$ cat config.mk
export PLATFORM = sky130hd
export DESIGN_NAME = pixel_layer_arbiter
export DESIGN_NICKNAME = d
export VERILOG_FILES = /design/src/rtl/pixel_layer_arbiter_pkg.sv /design/src/rtl/pixel_layer_arbiter_mux.sv /design/src/rtl/pixel_layer_arbiter.sv
export SDC_FILE = /design/constraint.sdc
export NUM_CORES = 1
export LEC_CHECK = 0
export ABC_AREA = 1
export ABC_CLOCK_PERIOD_IN_PS = 1400
export CAP_MARGIN = 20
export CORE_MARGIN = 3
export CORE_UTILIZATION = 40
export CTS_BUF_LIST = sky130_fd_sc_hd__clkbuf_4 sky130_fd_sc_hd__clkbuf_8
export DETAILED_ROUTE_END_ITERATION = 10
export GPL_ROUTABILITY_DRIVEN = 0
export PLACE_DENSITY_LB_ADDON = 0.2
export SYNTH_ARGS = -nofsm -noshare
export SYNTH_HDL_FRONTEND = slang
export SYNTH_HIERARCHICAL = 1
export SYNTH_SLANG_ARGS = --single-unit
$ cat constraint.sdc
create_clock -name clk -period 1.4 [get_ports clk]
set_clock_uncertainty 0.2 [all_clocks]
set_input_delay 0.28 -clock clk [delete_from_list [all_inputs] [get_ports clk]]
set_output_delay 0.28 -clock clk [all_outputs]
set_load 0.05 [all_outputs]
$ cat src/rtl/pixel_layer_arbiter_pkg.sv
// Shared types and constants for the VGA layer compositor and the draw_* modules.
package pixel_layer_arbiter_pkg;

    typedef enum logic [1:0] {
        ST_RUN    = 2'd0,
        ST_FLASH  = 2'd1,
        ST_FROZEN = 2'd2
    } state_t;

    localparam logic [2:0] COLOR_BLACK = 3'b000;
    localparam logic [2:0] COLOR_WHITE = 3'b111;
    localparam logic [2:0] COLOR_RED   = 3'b100;

    // Visible area, shared with the timing generator and the draw layers
    localparam int VGA_H_VISIBLE = 640;
    localparam int VGA_V_VISIBLE = 480;

endpackage

$ cat src/rtl/pixel_layer_arbiter_mux.sv
// Combinational priority select over the draw layers; layer 0 may be masked
// (flash off) or recoloured (frozen border).
module layer_priority_mux
    import pixel_layer_arbiter_pkg::*;
#(
    parameter int N_LAYERS = 4
) (
    input  logic [N_LAYERS-1:0]   layer_active,
    input  logic [3*N_LAYERS-1:0] layer_rgb,
    input  logic                  mask_layer0,
    input  logic                  override_en,
    input  logic [2:0]            override_rgb,
    output logic [2:0]            rgb
);

    // Walk from lowest to highest priority so the lowest active index wins
    always_comb begin
        rgb = COLOR_BLACK;
        for (int i = N_LAYERS - 1; i >= 1; i--) begin
            if (layer_active[i]) begin
                rgb = layer_rgb[3*i +: 3];
            end
        end
        if (layer_active[0] && !mask_layer0) begin
            rgb = override_en ? override_rgb : layer_rgb[2:0];
        end
    end

endmodule

$ cat src/rtl/pixel_layer_arbiter.sv
// Pixel compositor: layer priority, blanking, frame tick and game-over flash sequencing.
module pixel_layer_arbiter
    import pixel_layer_arbiter_pkg::*;
#(
    parameter int         BIT           = 10,
    parameter int         N_LAYERS      = 4,
    parameter int         H_VISIBLE     = VGA_H_VISIBLE,
    parameter int         V_VISIBLE     = VGA_V_VISIBLE,
    parameter int         FLASH_FRAMES  = 16,
    parameter int         FLASH_TOGGLES = 6,
    parameter logic [2:0] FROZEN_RGB    = COLOR_RED
) (
    input  logic                  clk,
    input  logic                  reset,
    input  logic [BIT-1:0]        x_pos,
    input  logic [BIT-1:0]        y_pos,
    input  logic [N_LAYERS-1:0]   layer_active,
    input  logic [3*N_LAYERS-1:0] layer_rgb,
    input  logic                  game_over,
    output logic [2:0]            rgb_out,
    output logic                  frame_tick,
    output logic                  flash_on
);

    localparam int FW = (FLASH_FRAMES > 1) ? $clog2(FLASH_FRAMES) : 1;
    localparam int TW = $clog2(FLASH_TOGGLES + 1);

    state_t        state_reg, state_next;
    logic [FW-1:0] frame_cnt_reg, frame_cnt_next;
    logic [TW-1:0] toggle_cnt_reg, toggle_cnt_next;
    logic          flash_next;
    logic          match, match_reg;
    logic          go_reg, go_prev_reg, go_rise;
    logic          visible;
    logic [2:0]    mux_rgb;

    assign match   = (x_pos == '0) && (y_pos == BIT'(V_VISIBLE));
    assign visible = (x_pos < BIT'(H_VISIBLE)) && (y_pos < BIT'(V_VISIBLE));
    assign go_rise = go_reg && !go_prev_reg;

    layer_priority_mux #(
        .N_LAYERS (N_LAYERS)
    ) u_mux (
        .layer_active (layer_active),
        .layer_rgb    (layer_rgb),
        .mask_layer0  ((state_reg == ST_FLASH) && !flash_on),
        .override_en  (state_reg == ST_FROZEN),
        .override_rgb (FROZEN_RGB),
        .rgb          (mux_rgb)
    );

    always_comb begin
        state_next      = state_reg;
        frame_cnt_next  = frame_cnt_reg;
        toggle_cnt_next = toggle_cnt_reg;
        flash_next      = flash_on;
        // A dropped game_over overrides everything, including a final toggle
        if (!game_over) begin
            state_next      = ST_RUN;
            frame_cnt_next  = '0;
            toggle_cnt_next = '0;
            flash_next      = 1'b1;
        end else begin
            case (state_reg)
                ST_RUN: begin
                    frame_cnt_next  = '0;
                    toggle_cnt_next = '0;
                    flash_next      = 1'b1;
                    if (go_rise) begin
                        state_next = ST_FLASH;
                    end
                end
                ST_FLASH: begin
                    if (frame_tick) begin
                        if (frame_cnt_reg == FW'(FLASH_FRAMES - 1)) begin
                            frame_cnt_next  = '0;
                            toggle_cnt_next = toggle_cnt_reg + 1'b1;
                            flash_next      = !flash_on;
                            if (toggle_cnt_reg == TW'(FLASH_TOGGLES - 1)) begin
                                state_next = ST_FROZEN;
                                flash_next = 1'b1;
                            end
                        end else begin
                            frame_cnt_next = frame_cnt_reg + 1'b1;
                        end
                    end
                end
                ST_FROZEN: begin
                    flash_next = 1'b1;
                end
                default: begin
                    state_next = ST_RUN;
                end
            endcase
        end
    end

    always_ff @(posedge clk or posedge reset) begin
        if (reset) begin
            state_reg      <= ST_RUN;
            frame_cnt_reg  <= '0;
            toggle_cnt_reg <= '0;
            flash_on       <= 1'b1;
            rgb_out        <= COLOR_BLACK;
            frame_tick     <= 1'b0;
            match_reg      <= 1'b0;
            go_reg         <= 1'b0;
            go_prev_reg    <= 1'b0;
        end else begin
            state_reg      <= state_next;
            frame_cnt_reg  <= frame_cnt_next;
            toggle_cnt_reg <= toggle_cnt_next;
            flash_on       <= flash_next;
            rgb_out        <= visible ? mux_rgb : COLOR_BLACK;
            frame_tick     <= match && !match_reg;
            match_reg      <= match;
            go_reg         <= game_over;
            go_prev_reg    <= go_reg;
        end
    end

endmodule

**After elaboration in Yosys (flattened, before gate mapping)**

Cells that the tools add are included.

- Reduce and logical (&&, ||, !) cells: 17
- Equality and inequality tests: 12
- Multiplexer cells: 25
- $add $sub $neg: 2
- Magnitude comparators: 2

Operator list:

| operator | number |
|---|---|
| 3-bit 2-to-1 mux | 9 |
| 4-bit 2-to-1 mux | 3 |
| 10-bit by 9-bit == test with 1-bit output (second input constant) | 1 |
| 10-bit logical NOT | 1 |
| 10-bit < comparator (second input constant) | 1 |
| 10-bit by 9-bit < comparator with 1-bit output (second input constant) | 1 |
| 2-bit 2-to-1 mux | 5 |
| 3-bit by 2-bit inequality test with 1-bit output (second input constant) | 3 |
| 4-bit one-hot mux with 2 select lines | 1 |
| 1-bit logical AND | 6 |
| 3-bit inequality test (second input constant) | 2 |
| 2-bit one-hot mux with 3 select lines | 1 |
| 3-bit one-hot mux with 2 select lines | 1 |
| 3-bit AND reduction | 2 |
| 5-bit AND reduction | 1 |
| 4-bit by 1-bit adder with 4-bit output (second input constant) | 1 |
| 4-bit == test (second input constant) | 1 |
| 1-bit logical NOT | 4 |
| 1-bit 2-to-1 mux | 4 |
| 3-bit by 1-bit adder with 3-bit output (second input constant) | 1 |
| 3-bit == test (second input constant) | 1 |
| 3-bit by 1-bit inequality test with 1-bit output (second input constant) | 1 |
| 2-bit by 1-bit == test with 1-bit output (second input constant) | 1 |
| 2-bit == test (second input constant) | 1 |
| other kinds (5) | 5 |

- Bits in registers: 17
- Word-level logic and storage cells: 67
- Output and inout bits: 5
- Bits of input ports: 39

**Logic depth before layout (Yosys ltp)**

Gate-level depths: netlist of the first run.

- Depth in word-level cells: 6
- Depth in mapped cells: 11
- Mapped depth without buffers: 11

**Modules after synthesis**

Netlist of the first run, hierarchy kept.

Modules (own cells, without submodules):

| module | area an instance (um2) | instances | sequential area each (um2) | cells each |
|---|---|---|---|---|
| pixel_layer_arbiter | 933.4 | 1 | 426.7 | 124 |
| layer_priority_mux | 163.9 | 1 | 0.0 | 40 |

**Worst setup path after synthesis of the first run**

No wires, ideal clock.

- Kind: register to register
- Start point: register flash_on
- End point: register rgb_out[0]
- Setup slack: -0.082 ns
- Buffers on the path: 0
- Data required time: 1.129 ns
- Data arrival time: 1.210 ns
- Clock period less this slack: 1.482 ns
- Cell stages (with the launch flop): 9
- Library setup time: 0.071 ns
- Cell sequence: dfstp_2 nor2_1 inv_1 nand2_2 nor2_1 o21ai_0 nand2_1 inv_1 nor2_1

- Cells in the longest elaborated chain, start to end: 6

Ends and longest elaborated chain:

| element | line | RTL |
|---|---|---|
| start: declaration | pixel_layer_arbiter.sv:22 | `output logic flash_on` |
| start signal: assignment | pixel_layer_arbiter.sv:113 | `flash_on <= flash_next;` |
| 1-bit logical NOT | pixel_layer_arbiter.sv:46 | `.mask_layer0 ((state_reg == ST_FLASH) && !flash_on),` |
| 1-bit logical AND | pixel_layer_arbiter.sv:46 |  |
| 1-bit logical NOT | pixel_layer_arbiter_mux.sv:24 | `if (layer_active[0] && !mask_layer0) begin` |
| 1-bit logical AND | pixel_layer_arbiter_mux.sv:24 |  |
| 3-bit 2-to-1 mux | pixel_layer_arbiter_mux.sv:24 |  |
| named net mux_rgb[0] | pixel_layer_arbiter.sv:35 | `logic [2:0] mux_rgb;` |
| 3-bit 2-to-1 mux | pixel_layer_arbiter.sv:114 | `rgb_out <= visible ? mux_rgb : COLOR_BLACK;` |
| end signal: assignment | pixel_layer_arbiter.sv:114 |  |
| end: declaration | pixel_layer_arbiter.sv:20 | `output logic [2:0] rgb_out,` |

The timed path passes the listed nets, and every way through them passes these cells.
A chain may end at the register's enable or synchronous reset.

**Final worst setup path of the first run**

- Start point: register flash_on
- End point: output flash_on

No word-level cell between the ends.

==> results of run 1 <==
[cell families (layout without fill, tap and decap cells)]
family	Yosys count	count (layout)
compound gates	15	15
fa+ha+maj	3	3
buf+inv	25	91
flops	17	17
other cells	2	3
simple gates	102	102
[area by class of cell]
type / instances / area (sq um)
repair buffers: 62 / 645.6
clock buffers: 3 / 22.52
multi-input cells: 123 / 705.7
clock inverters: 1 / 5.005
well taps: 30 / 37.54
inverters: 25 / 93.84
flip-flops and latches: 17 / 430.4
fillers: 191 / 604.3
[layer usage]
layer  vias to the layer above  track usage [%]  wire [microns]
met5                         -                0               0
met4                         0            7.285              56
met3                         6            3.289             168
met2                        50            36.20            1781
met1                       562            21.24            1221
li1                        640                -               -
[worst max-delay path, stage by stage, from the launching register on]
cell and delay [ns]:
sky130_fd_sc_hd__dfstp_2 0.55, sky130_fd_sc_hd__buf_6 0.10, sky130_fd_sc_hd__buf_12 0.12
[power by group through the flow]
| stage | logic [mW] | registers (mW) | clock network (mW) |
|---|---|---|---|
| final | 1.23 | 0.674 | 0.277 |
| after floorplan | 0.408 | 0.741 | 0 |
| after CTS | 1.12 | 0.656 | 0.277 |
| after detailed placement | 0.964 | 0.648 | 0 |
| after global routing | 1.33 | 0.683 | 0.305 |
| after global placement | 0.929 | 0.640 | 0 |
[synth_stat cells]
cell and number:
sky130_fd_sc_hd__o21ai_0 6, sky130_fd_sc_hd__nand3b_1 1, sky130_fd_sc_hd__o21ai_1 2, sky130_fd_sc_hd__nand3_1 15, sky130_fd_sc_hd__nor2_1 27, sky130_fd_sc_hd__nand2_2 3
sky130_fd_sc_hd__nor3_1 3, sky130_fd_sc_hd__or2_2 2, sky130_fd_sc_hd__nand2_1 46, sky130_fd_sc_hd__conb_1 2, sky130_fd_sc_hd__inv_1 24, sky130_fd_sc_hd__or2_0 1
sky130_fd_sc_hd__nor2_4 2, sky130_fd_sc_hd__inv_2 1, sky130_fd_sc_hd__nand2_4 1, sky130_fd_sc_hd__o21ai_2 2, sky130_fd_sc_hd__dfstp_2 1, sky130_fd_sc_hd__nand4_1 1
sky130_fd_sc_hd__ha_1 3, sky130_fd_sc_hd__dfrtp_1 16, sky130_fd_sc_hd__a21oi_1 5
[path summary, 6_finish.rpt]
kind,to,slack [ns],cells past startpoint
setup / recovery,flash_on,-0.16,2
min in group clk,go_prev_reg$_DFF_PP0_,0.19,0
hold reg to reg,go_prev_reg$_DFF_PP0_,0.19,0
max in group asynchronous,flash_on$_DFFE_PP1P_,0.70,3
setup reg to reg,frame_cnt_reg[3]$_DFFE_PP0P_,-0.07,7
hold / removal,frame_tick$_DFF_PP0_,0.08,3
[what timing repair did]
item | in CTS | in global routing
endpoints found under the hold margin | 0 | 0
hold buffers | 0 | 0
endpoints found under the setup margin | 12 | 17
cloned | 0 | 0
gates resized for setup | 26 | 16
setup buffers | 5 | 2
pin swaps | 21 | 8
[stage by stage]
step                cells  area, sq um  power, mW  TNS, ns
floorplan             165         1102      1.149  -0.1936
global placement      251         1730      1.569   -3.241
detailed placement    251         1730      1.612   -3.741
CTS                   260         1857      2.056  -0.2790
global route          261         1941      2.316   -1.355
finish                261         1941      2.178  -0.4609
==> impl_summary.log, run 1 <==
[metrics] initial cell density of the core: between 40% and 50%
[metrics] CTS H-tree lvls: 1
[metrics] HPWL after DPL: between 2 and 2.5 mm
[metrics] Final #Nets: about 270
[metrics] synth top area cells: sky130_fd_sc_hd__dfrtp_1 (36%), sky130_fd_sc_hd__nand2_1 (16%), sky130_fd_sc_hd__nor2_1 (9.2%)
[metrics] most common library cell in the layout ignoring fill and taps: sky130_fd_sc_hd__nand2_1
[metrics] number of rows created at floorplan: 18
[metrics] share of post-route cells with drive strength above 1: roughly 29%
[metrics] clock latency on the worst-skew pair: around 0.3 ns
[metrics] cell type with the largest total area after synthesis: sky130_fd_sc_hd__dfrtp_1
[metrics] reported max-cap violation count: 0
[metrics] WL/cell: approximately 12 microns
[metrics] end-of-flow core utilization: between 70 and 80%
[metrics] first drt pass iteration count: 6
[metrics] cell area after technology mapping: 1097 sq um
[metrics] share of power burned in the clock network: between 10% and 20%
[metrics] data required time at the worst endpoint: slightly above 0.9 ns
[metrics] status: finished with violations
[metrics] launch point of the critical path: flash_on$_DFFE_PP1P_
[metrics] Period minus WS final: 1.558 ns
[metrics] wire length of the first global-routing pass: about 5.2 mm
[metrics] clock-pin slew on the worst setup and hold paths: about 0.11 ns
[metrics] proportion of synthesized area in mux cells: 0%
[metrics] CTS sink count: 17
[metrics] Seq/Total Area, Yosys: 38.88%
[metrics] final hold slack: around 0.084 ns
[metrics] arrival time of data at the critical path endpoint: 1.08 ns
[metrics] Avg Inst Size Synth: ~6.7 sq um
[metrics] Crit. End Element: output pin
[metrics] CTS tree: built
[metrics] final setup slack of the worst path: -0.1585 ns
[metrics] maximum achievable frequency: roughly 640 MHz
[metrics] worst min-delay path category: in -> async
[metrics] initial antenna violation count: 0
[metrics] Leakage Power: ~0.94 nW
[metrics] count of pins over their slew limit: 0
[metrics] number of buffers created by CTS: 3
[metrics] violated checks: negative setup slack
[metrics] XOR/XNOR share of the synthesized area: 0%
[metrics] ratio of routed vias to standard cells: about 4.8
[metrics] VDD IR max: 1.058 mV
[metrics] Yosys warning total: 6
[metrics] adder and majority gate portion of the synthesized area: between 3 and 4%
[metrics] basic-gate share of the synthesized area counting and, or, nand and nor cells: around 40%
[metrics] synthesized netlist cell count: approximately 160
[metrics] all-layer global routing usage: between 10% and 20%
[metrics] die width: around 58 microns
[metrics] post-synth cell types: 21
[metrics] Pint: between 1 and 1.5 mW
[metrics] most frequent cells in the layout: sky130_fd_sc_hd__nand2_1 (38), sky130_fd_sc_hd__clkdlybuf4s50_1 (37), sky130_fd_sc_hd__nor2_1 (24)
[metrics] DIE HEIGHT: between 50 and 60 microns
[metrics] final setup violating endpoints: 10
[metrics] overall die area: around 3400 sq um
[metrics] main combinational cell family by area after synthesis: simple AND/OR/NAND/NOR gates
[metrics] worst setup slack before clock tree synthesis: -0.3542 ns
[metrics] vias in the first global route: 1305
[metrics] Post-Route WL: 3.228 mm
[metrics] maximum number of pins on one net before global-route repair: 18
[metrics] setup repair after global routing missed its margin: true
[metrics] final antenna diode count: 0
[metrics] switching part of the total: around two fifths
[metrics] category of the critical setup timing path: reg -> out
[metrics] Gate power share: 56.3%
[metrics] Synth Register Bits: 17
[metrics] sequential cell fraction of total power: 30.9%
[metrics] net switching power: just under 0.9 mW
[metrics] standard cell core area: ~2500 sq um
[metrics] worst reg2reg path startpoint: state_reg[1]$_DFFE_PP0P_
[metrics] share of the clock period used by the worst path: 111.3%
[metrics] final hold violation count: 0
[metrics] Synth top area share: roughly 36%
[metrics] Power Density: about 1100 nW/um^2
[metrics] I/O pins: 44
[metrics] critical-path maximum fanout: 2
[metrics] DRC errors left: 0
[metrics] post-synthesis compound-gate area fraction: between 7 and 8%
[metrics] number of flip-flops in the largest register: 4
[metrics] type of element launching the critical path: flip-flop
[metrics] post-detailed-route count of antenna-violating nets: 0
[metrics] maximum number of buffers from clock root to sink: 2
[metrics] routed via count: 1258
[metrics] Congestion Overflow GR: 0
[metrics] count of buffers inserted at the top-level ports: between 40 and 50
[metrics] Clock Root Buffer: sky130_fd_sc_hd__clkbuf_4
[metrics] drt initial violations: a little under 70
[metrics] layout overhead on the synthesized area: 76.85%
Note: power is estimated with default switching activity, not from simulation.
==> run 2, diff against run 1 <==
--- a/config.mk
+++ b/config.mk
@@ -8,8 +8,10 @@
 export ABC_AREA = 1
 export ABC_CLOCK_PERIOD_IN_PS = 1400
 export CAP_MARGIN = 20
+export CELL_PAD_IN_SITES_DETAIL_PLACEMENT = 2
+export CELL_PAD_IN_SITES_GLOBAL_PLACEMENT = 2
 export CORE_MARGIN = 3
-export CORE_UTILIZATION = 40
+export CORE_UTILIZATION = 20
 export CTS_BUF_LIST = sky130_fd_sc_hd__clkbuf_4 sky130_fd_sc_hd__clkbuf_8
 export DETAILED_ROUTE_END_ITERATION = 10
 export GPL_ROUTABILITY_DRIVEN = 0
==> impl_summary.log, run 2 (synthesis gave the netlist of run 1 again) <==
[metrics] first drt pass iteration count: 2
[metrics] Congestion Overflow GR: 0
[metrics] Crit. End Element: output pin
[metrics] type of element launching the critical path: flip-flop
[metrics] wire length of the first global-routing pass: between 6 and 7 mm
[metrics] Pint: roughly 1.5 mW
[metrics] arrival time of data at the critical path endpoint: ~1.1 ns
[metrics] share of post-route cells with drive strength above 1: between 30% and 40%
[metrics] Overall Power: 2.439 mW
[metrics] initial cell density of the core: between 20% and 30%
[metrics] post-detailed-route count of antenna-violating nets: 0
[metrics] I/O pins: 44
[metrics] Leakage Power: between 1 and 1.5 nW
[metrics] data required time at the worst endpoint: ~0.92 ns
[metrics] DRC errors left: 0
[metrics] reported max-cap violation count: 0
[metrics] vias in the first global route: roughly 1500
[metrics] met1 capacity usage during global routing: between 10% and 20%
[metrics] violated checks: negative setup slack
[metrics] delay of the slowest cell on the worst path: 0.56 ns
[metrics] drt initial violations: 25
[metrics] routed via count: approximately 1300
[metrics] Final #Nets: between 200 and 300
[metrics] share of power burned in the clock network: between 10% and 20%
[metrics] post-cts hold buffer count: 0
[metrics] WL/cell: 14.10 microns
[metrics] count of buffers inserted at the top-level ports: 43
[metrics] cell at the slowest stage of the critical path: sky130_fd_sc_hd__dfstp_2
[metrics] global routing met3 resource utilization: approximately 2.2%
[metrics] final antenna diode count: 0
[metrics] DIE HEIGHT: 80.07 microns
[metrics] layout overhead on the synthesized area: 91.33%
[metrics] final setup slack of the worst path: -0.1352 ns
[metrics] end-of-flow core utilization: between 40% and 50%
[metrics] final setup violating endpoints: 10
[metrics] series of cell instances along the critical path: buf_6 -> buf_12
[metrics] critical-path maximum fanout: 2
[metrics] number of rows created at floorplan: 26
[metrics] number of buffers created by CTS: 3
[metrics] clock-pin slew on the worst setup and hold paths: roughly 0.070 ns
[metrics] Power Density: 1162 nW/um^2
[metrics] VDD IR max: 0.4163 mV
[metrics] ratio of routed vias to standard cells: between 4 and 5
[metrics] most common library cell in the layout ignoring fill and taps: sky130_fd_sc_hd__clkdlybuf4s50_1
[metrics] sum of negative setup slack: -0.6116 ns
[metrics] worst setup slack before clock tree synthesis: -0.3441 ns
[metrics] Clock Root Buffer: sky130_fd_sc_hd__clkbuf_8
[metrics] net switching power: a little under 1 mW
[metrics] clock latency on the worst-skew pair: about 0.26 ns
[metrics] share of the clock period used by the worst path: 109.7%
[metrics] depth of the worst register-to-register path: 8
[metrics] Gate power share: between 50% and 60%
[metrics] die width: roughly 80 microns
[metrics] most crowded layer after global routing: met2
[metrics] Area after DPL: 1795 sq um
[metrics] standard cell core area: 5205 sq um
[metrics] HPWL after DPL: approximately 3.4 mm
[metrics] most frequent cells in the layout: sky130_fd_sc_hd__clkdlybuf4s50_1 (37), sky130_fd_sc_hd__nand2_1 (35), sky130_fd_sc_hd__nor2_1 (22)
[metrics] switching part of the total: roughly 40%
[metrics] final hold slack: between 0.1 and 0.15 ns
[metrics] all-layer global routing usage: a little over an eighth
[metrics] final hold violation count: 0
[metrics] number of flip-flops in the largest register: 4
[metrics] CTS H-tree lvls: 1
[metrics] count of pins over their slew limit: 0
[metrics] setup repair after global routing missed its margin: true
[metrics] CTS tree: built
[metrics] overall die area: 6411 sq um
[metrics] Period minus WS final: 1.535 ns
[metrics] final instance count without filler cells: between 300 and 400
[metrics] sequential cell fraction of total power: 27.3%
[metrics] maximum achievable frequency: roughly 650 MHz
[metrics] Post-Route WL: roughly 4.3 mm
[metrics] design area: approximately 2100 sq um
[metrics] routing usage on met2: a little over a quarter
[metrics] worst min-delay path category: in -> async
[metrics] maximum number of pins on one net before global-route repair: 18
[metrics] category of the critical setup timing path: reg -> out
[metrics] maximum number of buffers from clock root to sink: 2
[metrics] placed cell count: between 200 and 300
[metrics] status: finished with violations
[metrics] CTS sink count: 17
[metrics] initial antenna violation count: 0
-- run 2: cell types whose count changed in the layout (fill, tap and decap cells not counted), sizes merged --
cell | before | now
buf | 24 | 29
-- run 2: worst paths after layout --
path	start	to	slack, ns
max in group asynchronous	reset	flash_on$_DFFE_PP1P_	0.65
max reg2reg	state_reg[0]$_DFFE_PP0P_	frame_cnt_reg[3]$_DFFE_PP0P_	-0.08
min	reset	toggle_cnt_reg[1]$_DFFE_PP0P_	0.13
max	flash_on$_DFFE_PP1P_	flash_on	-0.14
min in group clk	go_reg$_DFF_PP0_	go_prev_reg$_DFF_PP0_	0.18
min reg2reg	go_reg$_DFF_PP0_	go_prev_reg$_DFF_PP0_	0.18
-- run 2: area by class of cell --
cell class / instances / area [sq um]
tap: 70 / 87.58
clock inverter: 1 / 5.005
clock buffer: 3 / 41.29
fill: 596 / 3105
multi-input combinational: 123 / 753.2
inverter: 25 / 93.84
timing repair buffer: 67 / 690.7
sequential: 17 / 427.9
-- run 2: critical path, delay by kind of cell, from the launching register on --
family                 cells  cell delay, ns
buffers and inverters      2            0.23
flip-flops                 1            0.56
-- run 2: routing by layer --
metal | up-vias | part of all wire [%]
li1 | 647 | -
met3 | 6 | 4.1
met5 | - | 0
met1 | 633 | 38
met4 | 0 | 2.4
met2 | 36 | 55
-- run 2: what timing repair did --
item                                   in CTS  in global routing
pin swaps                                  14                 13
buffers inserted                            4                  5
resized for setup                          32                 25
endpoints found under the hold margin       0                  0
setup endpoints to repair                  13                 16
-- run 2: power by group through the flow --
stage               clock, mW  sequential [mW]  combinational (mW)
global route            0.414            0.679                1.53
CTS                     0.385            0.660                1.21
detailed placement          0            0.647                1.04
floorplan                   0            0.741               0.408
finish                  0.376            0.666                1.40
global placement            0            0.640               0.999
==> run 3, diff against run 2 <==
--- a/config.mk
+++ b/config.mk
@@ -6,8 +6,8 @@
 export NUM_CORES = 1
 export LEC_CHECK = 0
 export ABC_AREA = 1
-export ABC_CLOCK_PERIOD_IN_PS = 1400
-export CAP_MARGIN = 20
+export ABC_CLOCK_PERIOD_IN_PS = 1300
+export CAP_MARGIN = 30
 export CELL_PAD_IN_SITES_DETAIL_PLACEMENT = 2
 export CELL_PAD_IN_SITES_GLOBAL_PLACEMENT = 2
 export CORE_MARGIN = 3
==> constraint.sdc (replaced) <==
create_clock -name clk -period 1.3 [get_ports clk]
set_clock_uncertainty 0.2 [all_clocks]
set_input_delay 0.26 -clock clk [delete_from_list [all_inputs] [get_ports clk]]
set_output_delay 0.26 -clock clk [all_outputs]
set_load 0.05 [all_outputs]
==> impl_summary.log, run 3 (synthesis gave the netlist of run 1 again) <==
[metrics] final setup slack of the worst path: -0.2386 ns
[metrics] type of element launching the critical path: flip-flop
[metrics] category of the critical setup timing path: reg -> out
[metrics] clock-pin slew on the worst setup and hold paths: approximately 0.080 ns
[metrics] depth of the worst register-to-register path: 6
[metrics] sequential cell fraction of total power: between 20 and 25%
[metrics] vias in the first global route: between 1500 and 2000
[metrics] end-of-flow core utilization: 43.89%
[metrics] arrival time of data at the critical path endpoint: 1.08 ns
[metrics] die width: about 80 microns
[metrics] maximum number of buffers from clock root to sink: 2
[metrics] number of rows created at floorplan: 26
[metrics] violated checks: negative setup slack
[metrics] CTS H-tree lvls: 1
[metrics] Pint: between 1.5 and 2 mW
[metrics] maximum number of pins on one net before global-route repair: 18
[metrics] ratio of routed vias to standard cells: approximately 4.3
[metrics] R2R Setup Slk: -0.22 ns
[metrics] initial antenna violation count: 0
[metrics] Gate power share: between 60% and 70%
[metrics] Congestion Overflow GR: 0
[metrics] share of the clock period used by the worst path: 118.4%
[metrics] maximum achievable frequency: 650.0 MHz
[metrics] final antenna diode count: 0
[metrics] Clock Root Buffer: sky130_fd_sc_hd__clkbuf_8
[metrics] I/O pins: 44
[metrics] Reg area: 430.4 sq um
[metrics] most frequent cells in the layout: sky130_fd_sc_hd__clkdlybuf4s50_1 (37), sky130_fd_sc_hd__nand2_1 (30), sky130_fd_sc_hd__buf_4 (24)
[metrics] first drt pass iteration count: 4
[metrics] initial cell density of the core: a little over a fifth
[metrics] layout filler cell count: a little under 600
[metrics] worst min-delay path category: in -> async
[metrics] drt initial violations: 34
[metrics] setup repair after global routing missed its margin: true
[metrics] placed cell count: between 200 and 300
[metrics] final instance count without filler cells: ~320
[metrics] number of flip-flops in the largest register: 4
[metrics] post-detailed-route count of antenna-violating nets: 0
[metrics] share of post-route cells with drive strength above 1: between 40% and 50%
[metrics] DRC errors left: 0
[metrics] area used by multi-input combinational logic: between 800 and 900 sq um
[metrics] VDD IR max: approximately 0.62 mV
[metrics] DIE HEIGHT: 80.07 microns
[metrics] clock latency on the worst-skew pair: 0.26 ns
[metrics] share of power burned in the clock network: between 10 and 15%
[metrics] Power Density: 1311 nW/um^2
[metrics] wire length of the first global-routing pass: between 7 and 8 mm
[metrics] count of pins over their slew limit: 0
[metrics] switching part of the total: between 40% and 50%
[metrics] worst reg2reg path startpoint: state_reg[1]$_DFFE_PP0P_
[metrics] routed via count: approximately 1400
[metrics] critical-path maximum fanout: 2
[metrics] all-layer global routing usage: 15.86%
[metrics] CTS tree: built
[metrics] final hold slack: between 0.1 and 0.15 ns
[metrics] Leakage Power: ~1.1 nW
[metrics] Post-Route WL: 4.926 mm
[metrics] final hold violation count: 0
[metrics] sum of negative setup slack: -2.365 ns
[metrics] Final #Nets: a little under 300
[metrics] Period minus WS final: between 1.5 and 2 ns
[metrics] HPWL after DPL: approximately 3.4 mm
[metrics] CTS sink count: 17
[metrics] data required time at the worst endpoint: roughly 0.84 ns
[metrics] r2r endpoint: frame_cnt_reg[0]$_DFFE_PP0P_
[metrics] layout overhead on the synthesized area: 108.2%
[metrics] net switching power: 1.232 mW
[metrics] reported max-cap violation count: 0
[metrics] most common library cell in the layout ignoring fill and taps: sky130_fd_sc_hd__clkdlybuf4s50_1
[metrics] Overall Power: 2.995 mW
[metrics] status: finished with violations
[metrics] number of buffers created by CTS: 3
[metrics] Crit. End Element: output pin
[metrics] final setup violating endpoints: 16
[metrics] overall die area: around 6400 sq um
[metrics] WL/cell: between 15 and 20 microns
[metrics] count of buffers inserted at the top-level ports: 43
[metrics] standard cell core area: roughly 5200 sq um
-- run 3: final cells by class --
cell class | instances | share of cell area, %
clock buffer | 3 | 1.807
clock inverter | 1 | 0.2191
inverter | 25 | 4.326
tap | 70 | 3.834
sequential | 17 | 18.84
timing repair buffer | 78 | 34.67
multi-input combinational | 123 | 36.31
-- run 3: worst max path at each step --
stage | startpoint | end | slack, ns | cells past startpoint
after global placement | game_over | toggle_cnt_reg[1]$_DFFE_PP0P_ | -0.40 | 7
after CTS | flash_on$_DFFE_PP1P_ | flash_on | -0.22 | 2
after floorplan | flash_on$_DFFE_PP1P_ | rgb_out[0]$_DFF_PP0_ | -0.16 | 9
after detailed placement | game_over | toggle_cnt_reg[1]$_DFFE_PP0P_ | -0.48 | 7
final | flash_on$_DFFE_PP1P_ | flash_on | -0.24 | 2
after global routing | state_reg[0]$_DFFE_PP0P_ | toggle_cnt_reg[1]$_DFFE_PP0P_ | -0.29 | 8
-- run 3: power groups by stage --
stage | Clock, mW | Sequential [mW] | Combinational, mW
3_5_place_dp | 0 | 0.717 | 1.16
4_1_cts | 0.430 | 0.716 | 1.57
6_report | 0.426 | 0.741 | 1.83
2_1_floorplan | 0 | 0.803 | 0.451
5_1_grt | 0.455 | 0.754 | 1.97
3_3_place_gp | 0 | 0.703 | 1.11
-- run 3: stage by stage --
step                      setup WS (ns)  instance area, sq um
after detailed placement        -0.4780                  1842
after CTS                       -0.2155                  2167
after floorplan                 -0.1550                  1119
after global routing            -0.2919                  2285
final                           -0.2386                  2285
after global placement          -0.3999                  1842
-- run 3: critical path, stage by stage (launching register included) --
cell,delay [ns]
sky130_fd_sc_hd__dfstp_2,0.58
sky130_fd_sc_hd__buf_6,0.12
sky130_fd_sc_hd__buf_12,0.12
-- run 3: routing by layer --
metal	share of wire [%]	vias to the layer above	track usage, %
met1	41	651	17.74
met5	0	-	0
met2	54	39	30.22
li1	-	673	-
met3	3.9	4	3.475
met4	0.81	0	3.547
-- run 3: timing repair --
action,in CTS,in global routing
setup buffers,16,2
gates resized for setup,49,30
pin swaps,24,14
endpoints found under the hold margin,0,0
hold buffers,0,0
endpoints found under the setup margin,18,19
